**src/rtl/divider_pkg.sv**
```systemverilog
// Shared constants for the restoring divider: state encoding, operand width and result field offsets.
package divider_pkg;

    localparam int DIV_WIDTH = 32;

    // result = {remainder, quotient}
    localparam int HI_LSB = 32;
    localparam int LO_LSB = 0;

    localparam logic [1:0] ST_IDLE = 2'd0;
    localparam logic [1:0] ST_BUSY = 2'd1;
    localparam logic [1:0] ST_DONE = 2'd2;

endpackage

```
**src/rtl/divider_if.sv**
```systemverilog
// Request/response bundle between the execute stage and the divider.
// DIVIDER_ZERO_FLAG_EN adds the div_zero response flag.
interface divider_if
    import divider_pkg::*;
#(
    parameter int WIDTH = DIV_WIDTH
);

    logic               start;
    logic               sign;
    logic [WIDTH-1:0]   a;
    logic [WIDTH-1:0]   b;
    logic               annul;
    logic               stall;
    logic               ready;
    logic [2*WIDTH-1:0] result;
`ifdef DIVIDER_ZERO_FLAG_EN
    logic               div_zero;
`endif

`ifdef DIVIDER_ZERO_FLAG_EN
    modport master (
        output start, sign, a, b, annul,
        input  stall, ready, result, div_zero
    );

    modport slave (
        input  start, sign, a, b, annul,
        output stall, ready, result, div_zero
    );
`else
    modport master (
        output start, sign, a, b, annul,
        input  stall, ready, result
    );

    modport slave (
        input  start, sign, a, b, annul,
        output stall, ready, result
    );
`endif

endinterface

```
**src/rtl/divider_div_step.sv**
```systemverilog
// One restoring-division iteration: shift the next dividend bit into the partial remainder and try to subtract.
module div_step
    import divider_pkg::*;
#(
    parameter int WIDTH = DIV_WIDTH
) (
    input  logic [WIDTH-1:0] rem_in,
    input  logic             bit_in,
    input  logic [WIDTH-1:0] divisor,
    output logic [WIDTH-1:0] rem_out,
    output logic             q_bit
);

    logic [WIDTH:0] trial;

    assign trial = {rem_in, bit_in};
    assign q_bit = (trial >= {1'b0, divisor});

    // When the subtraction succeeds the true difference is below the divisor, so WIDTH bits are enough.
    assign rem_out = q_bit ? (trial[WIDTH-1:0] - divisor) : trial[WIDTH-1:0];

endmodule

```
**src/rtl/divider.sv**
```systemverilog
// Multi-cycle restoring divider for div/divu; one quotient bit per cycle, stalls the pipeline while busy.
// Define DIVIDER_ZERO_FLAG_EN to add a div_zero flag reported alongside ready.
module divider
    import divider_pkg::*;
#(
    parameter int WIDTH = DIV_WIDTH
) (
    input logic      clk,
    input logic      rst,
    divider_if.slave bus
);

    localparam int CW = $clog2(WIDTH + 1);

    logic [1:0]         state_q,  state_d;
    logic [WIDTH-1:0]   dvd_q,    dvd_d;
    logic [WIDTH-1:0]   dvs_q,    dvs_d;
    logic [WIDTH-1:0]   rem_q,    rem_d;
    logic [CW-1:0]      cnt_q,    cnt_d;
    logic               q_neg_q,  q_neg_d;
    logic               r_neg_q,  r_neg_d;
    logic               signed_q, signed_d;
    logic [2*WIDTH-1:0] result_q, result_d;

    logic               accept;
    logic [WIDTH-1:0]   abs_a;
    logic [WIDTH-1:0]   abs_b;
    logic [WIDTH-1:0]   step_rem;
    logic               step_bit;
    logic [WIDTH-1:0]   quo_raw;
    logic [WIDTH-1:0]   quo_fix;
    logic [WIDTH-1:0]   rem_fix;

`ifdef DIVIDER_ZERO_FLAG_EN
    logic               zero_q,   zero_d;
`endif

    div_step #(
        .WIDTH (WIDTH)
    ) u_step (
        .rem_in  (rem_q),
        .bit_in  (dvd_q[WIDTH-1]),
        .divisor (dvs_q),
        .rem_out (step_rem),
        .q_bit   (step_bit)
    );

    assign accept = ((state_q == ST_IDLE) || (state_q == ST_DONE)) && bus.start && !bus.annul;

    assign abs_a = (bus.sign && bus.a[WIDTH-1]) ? -bus.a : bus.a;
    assign abs_b = (bus.sign && bus.b[WIDTH-1]) ? -bus.b : bus.b;

    // The dividend register shifts out dividend bits at the top while quotient bits fill in from below.
    assign quo_raw = {dvd_q[WIDTH-2:0], step_bit};
    assign quo_fix = (signed_q && q_neg_q) ? -quo_raw : quo_raw;
    assign rem_fix = (signed_q && r_neg_q) ? -step_rem : step_rem;

    always_comb begin
        state_d  = state_q;
        dvd_d    = dvd_q;
        dvs_d    = dvs_q;
        rem_d    = rem_q;
        cnt_d    = cnt_q;
        q_neg_d  = q_neg_q;
        r_neg_d  = r_neg_q;
        signed_d = signed_q;
        result_d = result_q;
`ifdef DIVIDER_ZERO_FLAG_EN
        zero_d   = zero_q;
`endif

        if (bus.annul) begin
            state_d = ST_IDLE;
        end else if (accept) begin
            state_d  = ST_BUSY;
            dvd_d    = abs_a;
            dvs_d    = abs_b;
            rem_d    = '0;
            cnt_d    = CW'(WIDTH);
            q_neg_d  = bus.a[WIDTH-1] ^ bus.b[WIDTH-1];
            r_neg_d  = bus.a[WIDTH-1];
            signed_d = bus.sign;
`ifdef DIVIDER_ZERO_FLAG_EN
            zero_d   = (bus.b == '0);
`endif
        end else begin
            case (state_q)
                ST_BUSY: begin
                    dvd_d = quo_raw;
                    rem_d = step_rem;
                    cnt_d = cnt_q - CW'(1);
                    if (cnt_q == CW'(1)) begin
                        state_d  = ST_DONE;
                        result_d = {rem_fix, quo_fix};
                    end
                end
                default: state_d = ST_IDLE;
            endcase
        end
    end

    always_ff @(posedge clk or posedge rst) begin
        if (rst) begin
            state_q  <= ST_IDLE;
            dvd_q    <= '0;
            dvs_q    <= '0;
            rem_q    <= '0;
            cnt_q    <= '0;
            q_neg_q  <= 1'b0;
            r_neg_q  <= 1'b0;
            signed_q <= 1'b0;
            result_q <= '0;
        end else begin
            state_q  <= state_d;
            dvd_q    <= dvd_d;
            dvs_q    <= dvs_d;
            rem_q    <= rem_d;
            cnt_q    <= cnt_d;
            q_neg_q  <= q_neg_d;
            r_neg_q  <= r_neg_d;
            signed_q <= signed_d;
            result_q <= result_d;
        end
    end

`ifdef DIVIDER_ZERO_FLAG_EN
    always_ff @(posedge clk or posedge rst) begin
        if (rst) begin
            zero_q <= 1'b0;
        end else begin
            zero_q <= zero_d;
        end
    end

    assign bus.div_zero = (state_q == ST_DONE) && zero_q;
`endif

    // Stall covers the accepting cycle too, so the stage holds until the result is ready.
    assign bus.stall  = accept || ((state_q == ST_BUSY) && !bus.annul);
    assign bus.ready  = (state_q == ST_DONE);
    assign bus.result = result_q;

endmodule

```
**src/flat_wrapper.sv**
```systemverilog
// flat-port wrapper written by rule: the top's interface ports become plain ports
module divider_flat import divider_pkg::*;
#(
    parameter int WIDTH = DIV_WIDTH
)
  (clk, rst, bus_start, bus_sign, bus_a, bus_b, bus_annul, bus_stall, bus_ready, bus_result);
  divider_if #(.WIDTH(WIDTH)) bus_i ();
  input logic clk;
  input logic rst;
  input wire logic [$bits(bus_i.start)-1:0] bus_start;
  input wire logic [$bits(bus_i.sign)-1:0] bus_sign;
  input wire logic [$bits(bus_i.a)-1:0] bus_a;
  input wire logic [$bits(bus_i.b)-1:0] bus_b;
  input wire logic [$bits(bus_i.annul)-1:0] bus_annul;
  output wire logic [$bits(bus_i.stall)-1:0] bus_stall;
  output wire logic [$bits(bus_i.ready)-1:0] bus_ready;
  output wire logic [$bits(bus_i.result)-1:0] bus_result;
  assign bus_i.start = bus_start;
  assign bus_i.sign = bus_sign;
  assign bus_i.a = bus_a;
  assign bus_i.b = bus_b;
  assign bus_i.annul = bus_annul;
  assign bus_stall = bus_i.stall;
  assign bus_ready = bus_i.ready;
  assign bus_result = bus_i.result;
  divider #(.WIDTH(WIDTH)) u_core (.clk(clk), .rst(rst), .bus(bus_i));
endmodule
```
**config.mk**
```make
export PLATFORM = sky130hd
export DESIGN_NAME = divider_flat
export DESIGN_NICKNAME = d
export VERILOG_FILES = /design/src/rtl/divider_pkg.sv /design/src/rtl/divider_if.sv /design/src/rtl/divider_div_step.sv /design/src/rtl/divider.sv /design/src/flat_wrapper.sv
export SDC_FILE = /design/constraint.sdc
export NUM_CORES = 1
export LEC_CHECK = 0
export CAP_MARGIN = 20
export CORE_MARGIN = 1
export CORE_UTILIZATION = 40
export DETAILED_ROUTE_END_ITERATION = 12
export SLEW_MARGIN = 15
export SYNTH_ARGS = -nofsm -noshare
export SYNTH_HDL_FRONTEND = slang
export SYNTH_HIERARCHICAL = 1
export SYNTH_SLANG_ARGS = --single-unit
```
**constraint.sdc**
```tcl
create_clock -name clk -period 11.1 [get_ports clk]
set_input_delay 2.22 -clock clk [delete_from_list [all_inputs] [get_ports clk]]
set_output_delay 2.22 -clock clk [all_outputs]
set_load 0.1 [all_outputs]
```
==> flow_metrics.tcl, run 1 <==
set metrics [dict create \
    finalWeightedCongestion 0.857 \
    drtIter0Drc 846 \
    vias_per_cell 5.52 \
    core_area_um2 28900 \
    critical_path.slowest_cell "clkdlybuf4s50_1" \
    switching_power_w 0.00211 \
    slowest_delay_ns 1.04 \
    dieArea_um2 30200 \
    slew_violations 0 \
    cts.sinks 171 \
    synth.distinct_cells 71 \
    ir_drop_mv 0.150 \
    grt_usage_pct 21.5 \
    num_vias 10266 \
    wl_um 31900 \
    wire_per_inst_um 17.2 \
    first_pass_iters 5 \
    fmax_ghz 0.133 \
    numCtsBuffers 17 \
    seqPwrFrac_pct 24.5 \
    clock_power_share_pct 14.9 \
    final_nets 1572 \
    grt_max_degree 130 \
    stdcell_count 1860 \
    avgSynthCellArea_um2 8.54 \
    syn2layout_area_growth_pct 18.5 \
    max-cap-violations 0 \
    grt-ovfl-total 0 \
    required_ns 8.88 \
    layout_worst_path_cycle_share_pct 67.5 \
    rows 62 \
    critPathBufInv 4 \
    fin_util_pct 48.5 \
    clkTransAtPathRegs_ns 0.07 \
    rsz0062_at_grt "no" \
    crit_path_start_kind "input pin" \
    fin_tns_setup_ns 0 \
    status "completed" \
    place_inst 1827 \
    antenna_found_initial 0 \
    worstSkewPairLatency_ns 0.43 \
    start_util_pct 40.9 \
    io_buffers 134 \
    die_y_um 174 \
    pin_count 135 \
    path_cells "clkdlybuf4s50_1 -> nor3b_2 -> buf_4 -> nor2_4 -> inv_1 -> clkdlybuf4s50_1" \
    setup_viol 0 \
    grt_pass1_vias 9499 \
    maxSlewHeadroom_pct 31.3 \
    cts-root-buf "clkbuf_16" \
    yosys_warnings 6 \
    worst_hold_slack_ns 0.476 \
    cts_setup_buffers 0 \
    nFillCells 2828 \
    synth_edf_count 0 \
    worstPathArrival_ns 5.27 \
    drc_errors 0 \
    async_flop_share_pct 100 \
    p_leak_nw 6.05 \
    critPathMostFrequentCell "clkdlybuf4s50_1" \
    synth.yosys.seq_area_share_pct 36.2 \
    worst_slew_pin_slew_ns 1.03 \
    fin_skew_ns 0.00717 \
    hold_buffers 0 \
    clockBufferDepth 2 \
    n_antenna_cell 0 \
    p_total_w 0.00406 \
    die_width_um 174 \
    p_int_w 0.00195 \
    p_sw_share_pct 52.0 \
    cts_tree "yes" \
    synthesis.nets 1491 \
    powerDensity_nw_per_um2 290 \
    grt_pass1_wl_um 52100 \
    crit_family "buffers and inverters" \
    place_hpwl_um 23300 \
    worst-path-max-fanout 65 \
    cts_max_level 4 \
    end_kind "output port" \
    hp-class "register to register" \
    crit_type "input pin to output port" \
    finalHoldViolations 0 \
    combinationalPowerShare_pct 60.6 \
    antenna_left 0 \
    post_cts_resized 0 \
    drive_gt1_share_pct 6.10 \
    period_needed_ns 7.49 \
    syn_inst 1383 \
    synthFlopType "dfrtp_1" \
    synth.cell_area_um2 11800 \
    ys_ff_latch 171 \
]
## through the flow
step	cell area, um^2	setup slack (ns)
floorplan	11800	4.25
global placement	13400	3.61
detailed placement	13400	3.56
CTS	14000	3.56
global route	14000	3.40
finish	14000	3.61
## path summary, 6_finish.rpt
| check | startpoint | endpoint | cells past startpoint | slack (ns) |
|---|---|---|---|---|
| worst max register to register | u_core/dvs_q[5] | u_core/bus.result[58] | 19 | 6.10 |
| min in group asynchronous | rst | u_core/bus.result[20] | 2 | 2.35 |
| max in group asynchronous | rst | u_core/rem_q[19] | 3 | 7.25 |
| worst min-delay path | u_core/bus.result[8] | u_core/bus.result[8] | 2 | 0.48 |
| worst max-delay path | bus_annul | bus_stall | 6 | 3.61 |
| worst min register to register | u_core/bus.result[8] | u_core/bus.result[8] | 2 | 0.48 |
## routing by layer
| layer | share of wire, % | global-route usage [%] | up-vias |
|---|---|---|---|
| met1 | 54 | 34.4 | 4848 |
| met2 | 40 | 29.0 | 267 |
| met5 | 0 | 0 | - |
| met3 | 4.6 | 2.98 | 29 |
| met4 | 1.6 | 6.36 | 0 |
| li1 | - | - | 5122 |
## power groups by stage
stage,clock [W],sequential [W],combinational [W]
2_1_floorplan,0,0.00152,0.00134
3_3_place_gp,0,0.00100,0.00242
3_5_place_dp,0,0.00101,0.00244
4_1_cts,0.000622,0.000995,0.00245
5_1_grt,0.000647,0.00103,0.00267
6_report,0.000604,0.000997,0.00246
## synth_stat cells, types with 30 or more instances
cell type    n  area (um^2)
nor2_1      81          304
xnor2_1     85          744
o21ai_0     93          465
a21oi_1     67          335
ha_1        38          475
nor3_1      42          210
xor2_1      46          403
inv_1       61          229
dfrtp_1    171         4280
o21ai_1     30          150
nand2_1    185          694
a31oi_1     49          307
clkbuf_1    70          263
## cells in the final DEF, fill, tap and decap left out, types with 17 or more instances in the layout
| cell | n |
|---|---|
| dfrtp_1 | 171 |
| clkdlybuf4s50_1 | 134 |
| a31oi_1 | 49 |
| o21ai_1 | 30 |
| nor3_1 | 42 |
| mux2i_1 | 18 |
| ha_1 | 38 |
| inv_1 | 60 |
| a22o_1 | 29 |
| nor4_1 | 23 |
| xor2_1 | 46 |
| or4_1 | 20 |
| a21o_1 | 21 |
| nand3_1 | 25 |
| o21ai_0 | 93 |
| xnor2_1 | 85 |
| nand2_1 | 185 |
| and3_1 | 27 |
| nor2_1 | 80 |
| a21oi_1 | 67 |
| mux2_1 | 24 |
| clkbuf_16 | 17 |
## cells by family after synthesis
logic type                 share of synthesized area [%]
AOI/OAI and AO/OA                                   19.5
xor gates and xnor gates                            9.71
adders and majority gates                           4.19
buffers and inverters                               4.85
DFF                                                 36.2
muxes                                               4.45
and+or+nand+nor                                     21.1
## state kept, by name, summed over array words and instances, names as in the netlist
register and cells:
u_core/bus.result 64, u_core/cnt_q 6, u_core/dvd_q 32, u_core/dvs_q 32
u_core/q_neg_q 1, u_core/r_neg_q 1, u_core/rem_q 32, u_core/signed_q 1
u_core/state_q 2
## final cells by class
cell class / count / area (um^2) / share of cell area, %
clock buffers: 18 / 439 / 3.14
inverters: 61 / 234 / 1.67
multi-input cells: 1070 / 6990 / 49.9
well taps: 384 / 480 / 3.43
repair buffers: 143 / 1430 / 10.2
flip-flops and latches: 171 / 4280 / 30.6
clock inverters: 13 / 141 / 1.01
## worst register-to-register path, delay by kind of cell, from the launching register on
family,cells,cell delay (ns)
multiplexers,1,0.23
AND/OR/NAND/NOR,6,1.53
adder cells (fa/ha/maj),2,0.58
flip-flops,1,0.39
XOR/XNOR,1,0.20
AO/OA/AOI/OAI,6,1.29
buffers and inverters,3,0.66
Note: power is estimated with default switching activity, not from simulation.
==> run 2, diff against run 1 <==
- clock period: 11.1 -> 6.3 ns (I/O delays scaled with it)
==> run 2 against run 1 <==
- clock skew up 0.0069 ns
- via count up 0.69%
- largest cell class unchanged
- first-iteration DRC count up 5.1%
- non-clock buffer count up 2
==> flow_metrics.tcl, run 2 (same netlist as run 1, synthesis figures left out) <==
set metrics [dict create \
    clkTransAtPathRegs_ns 0.07 \
    grt_pass1_vias 9664 \
    path_cells "ha_1 -> nand4_1 -> nor3_1 -> o31ai_1 -> nand4_1 -> nand2_1 -> o21ai_1 -> a31oi_1 -> o21ai_4 -> mux2i_1 -> inv_1 -> ha_1 -> or3b_2 -> nor4_4 -> a41oi_1 -> xnor2_1 -> o21ai_0" \
    clockBufferDepth 2 \
    fmax_ghz 0.198 \
    syn2layout_area_growth_pct 18.5 \
    grt_max_degree 102 \
    num_vias 10337 \
    pin_count 135 \
    final_common_cell "nand2_1" \
    n_antenna_cell 0 \
    cts_tree "yes" \
    post_cts_resized 0 \
    min_from "u_core/bus.result[38]" \
    first_pass_iters 5 \
    slew_violations 0 \
    die_width_um 174 \
    drive_gt1_share_pct 6.23 \
    crit_type "register to register" \
    final_nets 1574 \
    worst_hold_slack_ns 0.476 \
    min_to "u_core/bus.result[38]" \
    worstPathArrival_ns 5.36 \
    powerDensity_nw_per_um2 516 \
    r2r_end "u_core/bus.result[58]" \
    io_buffers 134 \
    maxSlewHeadroom_pct 29.2 \
    final-seq-area_um2 4280 \
    cts.sinks 171 \
    fin_tns_setup_ns 0 \
    period_needed_ns 5.06 \
    dieArea_um2 30200 \
    hold_buffers 0 \
    multiInputGateArea_um2 6990 \
    finalHoldViolations 0 \
    drc_errors 0 \
    p_leak_nw 6.04 \
    antenna_left 0 \
    cts-root-buf "clkbuf_16" \
    ir_drop_mv 0.273 \
    cts_setup_buffers 0 \
    crit_path_start_kind "register" \
    drtIter0Drc 889 \
    wire_per_inst_um 17.7 \
    slowest_delay_ns 0.72 \
    largest_reg_flops 64 \
    end_kind "register" \
    critPathBufInv 1 \
    rows 62 \
    worst-path-max-fanout 25 \
    reg2reg_depth 17 \
    nFillCells 2827 \
    die_y_um 174 \
    fin_skew_ns 0.0140 \
    antenna_found_initial 0 \
    cts_max_level 4 \
    status "completed" \
    start_util_pct 40.9 \
    reg2reg_from "u_core/rem_q[6]" \
    max-cap-violations 0 \
    place_hpwl_um 24000 \
    layout_worst_path_cycle_share_pct 80.3 \
    hp-class "register to register" \
    rrSetupSlack_ns 1.24 \
    worst_slew_pin_slew_ns 1.06 \
    worstSkewPairLatency_ns 0.44 \
    finalWeightedCongestion 0.913 \
    rsz0062_at_grt "no" \
    grt_pass1_wl_um 53500 \
    vias_per_cell 5.55 \
    grt-ovfl-total 0 \
    holdPathStages 2 \
    required_ns 6.60 \
    numCtsBuffers 17 \
    layout.cells.most_common_list "nand2_1, dfrtp_1, clkdlybuf4s50_1" \
    core_area_um2 28900 \
    critical_path.slowest_cell "o21ai_4" \
    wl_um 32900 \
    setup_viol 0 \
    grt_usage_pct 22.1 \
    crit_family "compound AO/OA/AOI/OAI gates" \
]
[run 2: worst register-to-register path, cell delays in order (launching register included)]
cell and delay (ns):
dfrtp_1 0.39, ha_1 0.41, nand4_1 0.19, nor3_1 0.21, o31ai_1 0.12, nand4_1 0.10, nand2_1 0.07, o21ai_1 0.26
a31oi_1 0.17, o21ai_4 0.72, mux2i_1 0.38, inv_1 0.20, ha_1 0.21, or3b_2 0.51, nor4_4 0.47, a41oi_1 0.21
xnor2_1 0.22, o21ai_0 0.09
[run 2: worst max path at each step]
stage                                  to  slack, ns            start  depth (start not counted)
detailed placement  u_core/bus.result[60]       1.28  u_core/rem_q[6]                         16
finish              u_core/bus.result[58]       1.24  u_core/rem_q[6]                         17
floorplan            u_core/bus.result[0]       0.41              rst                          1
global placement    u_core/bus.result[58]       1.35  u_core/rem_q[6]                         17
CTS                 u_core/bus.result[60]       1.27  u_core/rem_q[6]                         16
global route        u_core/bus.result[53]       0.74  u_core/dvs_q[7]                         17
[run 2: layout make-up]
| cell class | count | share of cell area [%] |
|---|---|---|
| clock buffer | 18 | 3.14 |
| timing repair buffer | 145 | 10.2 |
| tap | 384 | 3.43 |
| multi-input combinational | 1070 | 49.9 |
| sequential | 171 | 30.6 |
| inverter | 61 | 1.67 |
| clock inverter | 12 | 1.01 |
[run 2: metrics by stage]
| stage | utilization [%] | std cells | cell area, um^2 | setup slack [ns] | total power, W |
|---|---|---|---|---|---|
| 6_report | 48.5 | 1861 | 14000 | 1.24 | 0.00722 |
| 5_1_grt | 48.5 | 1861 | 14000 | 0.739 | 0.00766 |
| 4_1_cts | 48.4 | 1860 | 14000 | 1.27 | 0.00720 |
| 3_5_place_dp | 46.4 | 1830 | 13400 | 1.28 | 0.00611 |
| 3_3_place_gp | 46.4 | 1830 | 13400 | 1.35 | 0.00606 |
| 2_1_floorplan | - | 1383 | 11800 | 0.408 | 0.00503 |
[run 2: report_power, final]
part | internal, W | total, W | switching [W]
Sequential | 0.00143 | 0.00176 | 0.000328
Clock | 0.000596 | 0.00107 | 0.000471
Combinational | 0.00141 | 0.00439 | 0.00298
Total | 0.00344 | 0.00722 | 0.00378
[run 2: layer usage]
metal  wire, um  GRT usage [%]  share of wire [%]
met3       1850           3.95                5.6
met2      13500           30.8                 41
met5          0              0                  0
met4        434           5.77                1.3
met1      17000           34.5                 52
==> run 3, diff against run 2 <==
- clock period: 6.3 -> 4.8 ns (I/O delays scaled with it)
==> run 3 against run 2 <==
- die area did not move
- power increased by 41%
- maximum frequency rose by 10%
- sequential power up 30%
- clock power rose by 25%
- final cell count grew 3.5%
- combinational power rose by 49%
- non-clock buffer count rose by 64
- critical path type unchanged
==> flow_metrics.tcl, run 3 (same netlist as run 1, synthesis figures left out) <==
set metrics [dict create \
    critPathMostFrequentCell "buf_4" \
    clkTransAtPathRegs_ns 0.07 \
    wire_per_inst_um 17.7 \
    rows 62 \
    grt_use_met3_pct 3.68 \
    reg2reg_from "u_core/dvs_q[1]" \
    fin_util_pct 50.3 \
    ir_drop_mv 0.291 \
    placed_area_um2 13900 \
    cts-root-buf "clkbuf_16" \
    min_from "u_core/bus.result[47]" \
    hp-class "register to register" \
    layout_worst_path_cycle_share_pct 95.9 \
    final_nets 1639 \
    antenna_found_initial 0 \
    numCtsBuffers 17 \
    slowest_delay_ns 0.58 \
    grt_use_met1_pct 35.8 \
    grt-ovfl-total 0 \
    top_usage_layer "met1" \
    syn2layout_area_growth_pct 22.8 \
    rsz0062_at_grt "no" \
    core_area_um2 28900 \
    die_width_um 174 \
    use_met2_pct 32.1 \
    fin_ws_ns 0.197 \
    setup_viol 0 \
    drive_gt1_share_pct 10.3 \
    nFillCells 2809 \
    wl_um 34100 \
    end_kind "register" \
    path_cells "inv_1 -> ha_1 -> nor2b_1 -> o31a_1 -> o31ai_1 -> nand4_1 -> nand2_1 -> o21ai_1 -> a31oi_2 -> o21ai_4 -> buf_4 -> mux2_1 -> or4_1 -> nor4_1 -> buf_4 -> a31oi_1 -> xnor2_1 -> o21ai_0" \
    vias_per_cell 5.52 \
    fmax_ghz 0.217 \
    clockBufferDepth 2 \
    die_y_um 174 \
    fin_skew_ns 0.0142 \
    dp_worst_setup_slack_ns 0.135 \
    worst-path-max-fanout 7 \
    finalWeightedCongestion 0.897 \
    worstPathArrival_ns 4.88 \
    pin_count 135 \
    worstSkewPairLatency_ns 0.44 \
    min_to "u_core/bus.result[47]" \
    cts_max_level 4 \
    worst_slew_pin_slew_ns 1.01 \
    final_common_cell "nand2_1" \
    grt_max_degree 129 \
    place_hpwl_um 25300 \
    grt_pass1_vias 10112 \
    finalHoldViolations 0 \
    fin_area_um2 14500 \
    crit_path_start_kind "register" \
    fin_tns_setup_ns 0 \
    required_ns 5.08 \
    powerDensity_nw_per_um2 702 \
    antenna_left 0 \
    reg2reg_depth 18 \
    io_buffers 134 \
    largest_reg_flops 64 \
    worst_hold_slack_ns 0.477 \
    holdPathStages 2 \
    layout.cells.most_common_list "nand2_1, dfrtp_1, clkdlybuf4s50_1" \
    p_leak_nw 6.37 \
    cts_tree "yes" \
    crit_type "register to register" \
    period_needed_ns 4.60 \
    status "completed" \
    grt_pass1_wl_um 55200 \
    slew_violations 0 \
    drc_errors 0 \
    maxSlewHeadroom_pct 32.2 \
    drtIter0Drc 890 \
    critical_path.slowest_cell "or4_1" \
    num_vias 10622 \
    n_antenna_cell 0 \
    rrSetupSlack_ns 0.20 \
    start_util_pct 40.9 \
    dieArea_um2 30200 \
    cts.sinks 171 \
    r2r_end "u_core/bus.result[49]" \
    first_pass_iters 5 \
    grt_usage_pct 22.8 \
    max-cap-violations 0 \
]
==> run 3: power by group <==
part / switching (W) / internal, W / total (W)
clock: 0.000611 / 0.000728 / 0.00134
sequential: 0.000414 / 0.00188 / 0.00229
combinational: 0.00414 / 0.00241 / 0.00655
total: 0.00516 / 0.00502 / 0.0102
==> run 3: repair_timing <==
action                                  in CTS  in global routing
setup buffers                                0                  5
endpoints found under the setup margin       0                 21
gates resized for setup                      0                  2
hold buffers                                 0                  0
==> run 3: worst max-delay path, delay by kind of cell (launching register included) <==
family,cells,cell delay [ns]
adder cells (fa/ha/maj),1,0.29
flip-flops,1,0.39
XOR/XNOR,1,0.24
multiplexers,1,0.36
buffers and inverters,3,0.41
AND/OR/NAND/NOR,5,1.28
AO/OA/AOI/OAI,7,1.49
==> run 3: worst max-delay path by stage <==
stage | slack [ns] | to | cells after the start | startpoint
floorplan | 0.90 | u_core/bus.result[50] | 19 | u_core/dvs_q[1]
global placement | 0.09 | u_core/bus.result[58] | 17 | u_core/rem_q[28]
detailed placement | 0.14 | u_core/bus.result[58] | 17 | u_core/rem_q[28]
CTS | 0.12 | u_core/bus.result[58] | 17 | u_core/rem_q[28]
global route | 0.001 | u_core/bus.result[49] | 18 | u_core/dvs_q[1]
finish | 0.20 | u_core/bus.result[49] | 18 | u_core/dvs_q[1]
==> run 3: per-layer routing <==
| layer | vias to the layer above | part of all wire (%) |
|---|---|---|
| li1 | 5264 | - |
| met1 | 5045 | 52 |
| met2 | 289 | 41 |
| met3 | 24 | 5.4 |
| met4 | 0 | 1.2 |
| met5 | - | 0 |
==> run 3: layout make-up <==
type	count	area [um^2]	share of cell area, %
flip-flops and latches	171	4280	29.5
clock inverters	12	114	0.785
repair buffers	209	1950	13.4
inverters	61	233	1.60
clock buffers	18	439	3.03
well taps	384	480	3.31
multi-input cells	1071	7010	48.3
==> run 3: per-stage QoR <==
stage / instances / power, W
global placement: 1889 / 0.00864
CTS: 1919 / 0.0101
finish: 1926 / 0.0102
global route: 1926 / 0.0108
detailed placement: 1889 / 0.00870
floorplan: 1383 / 0.00660
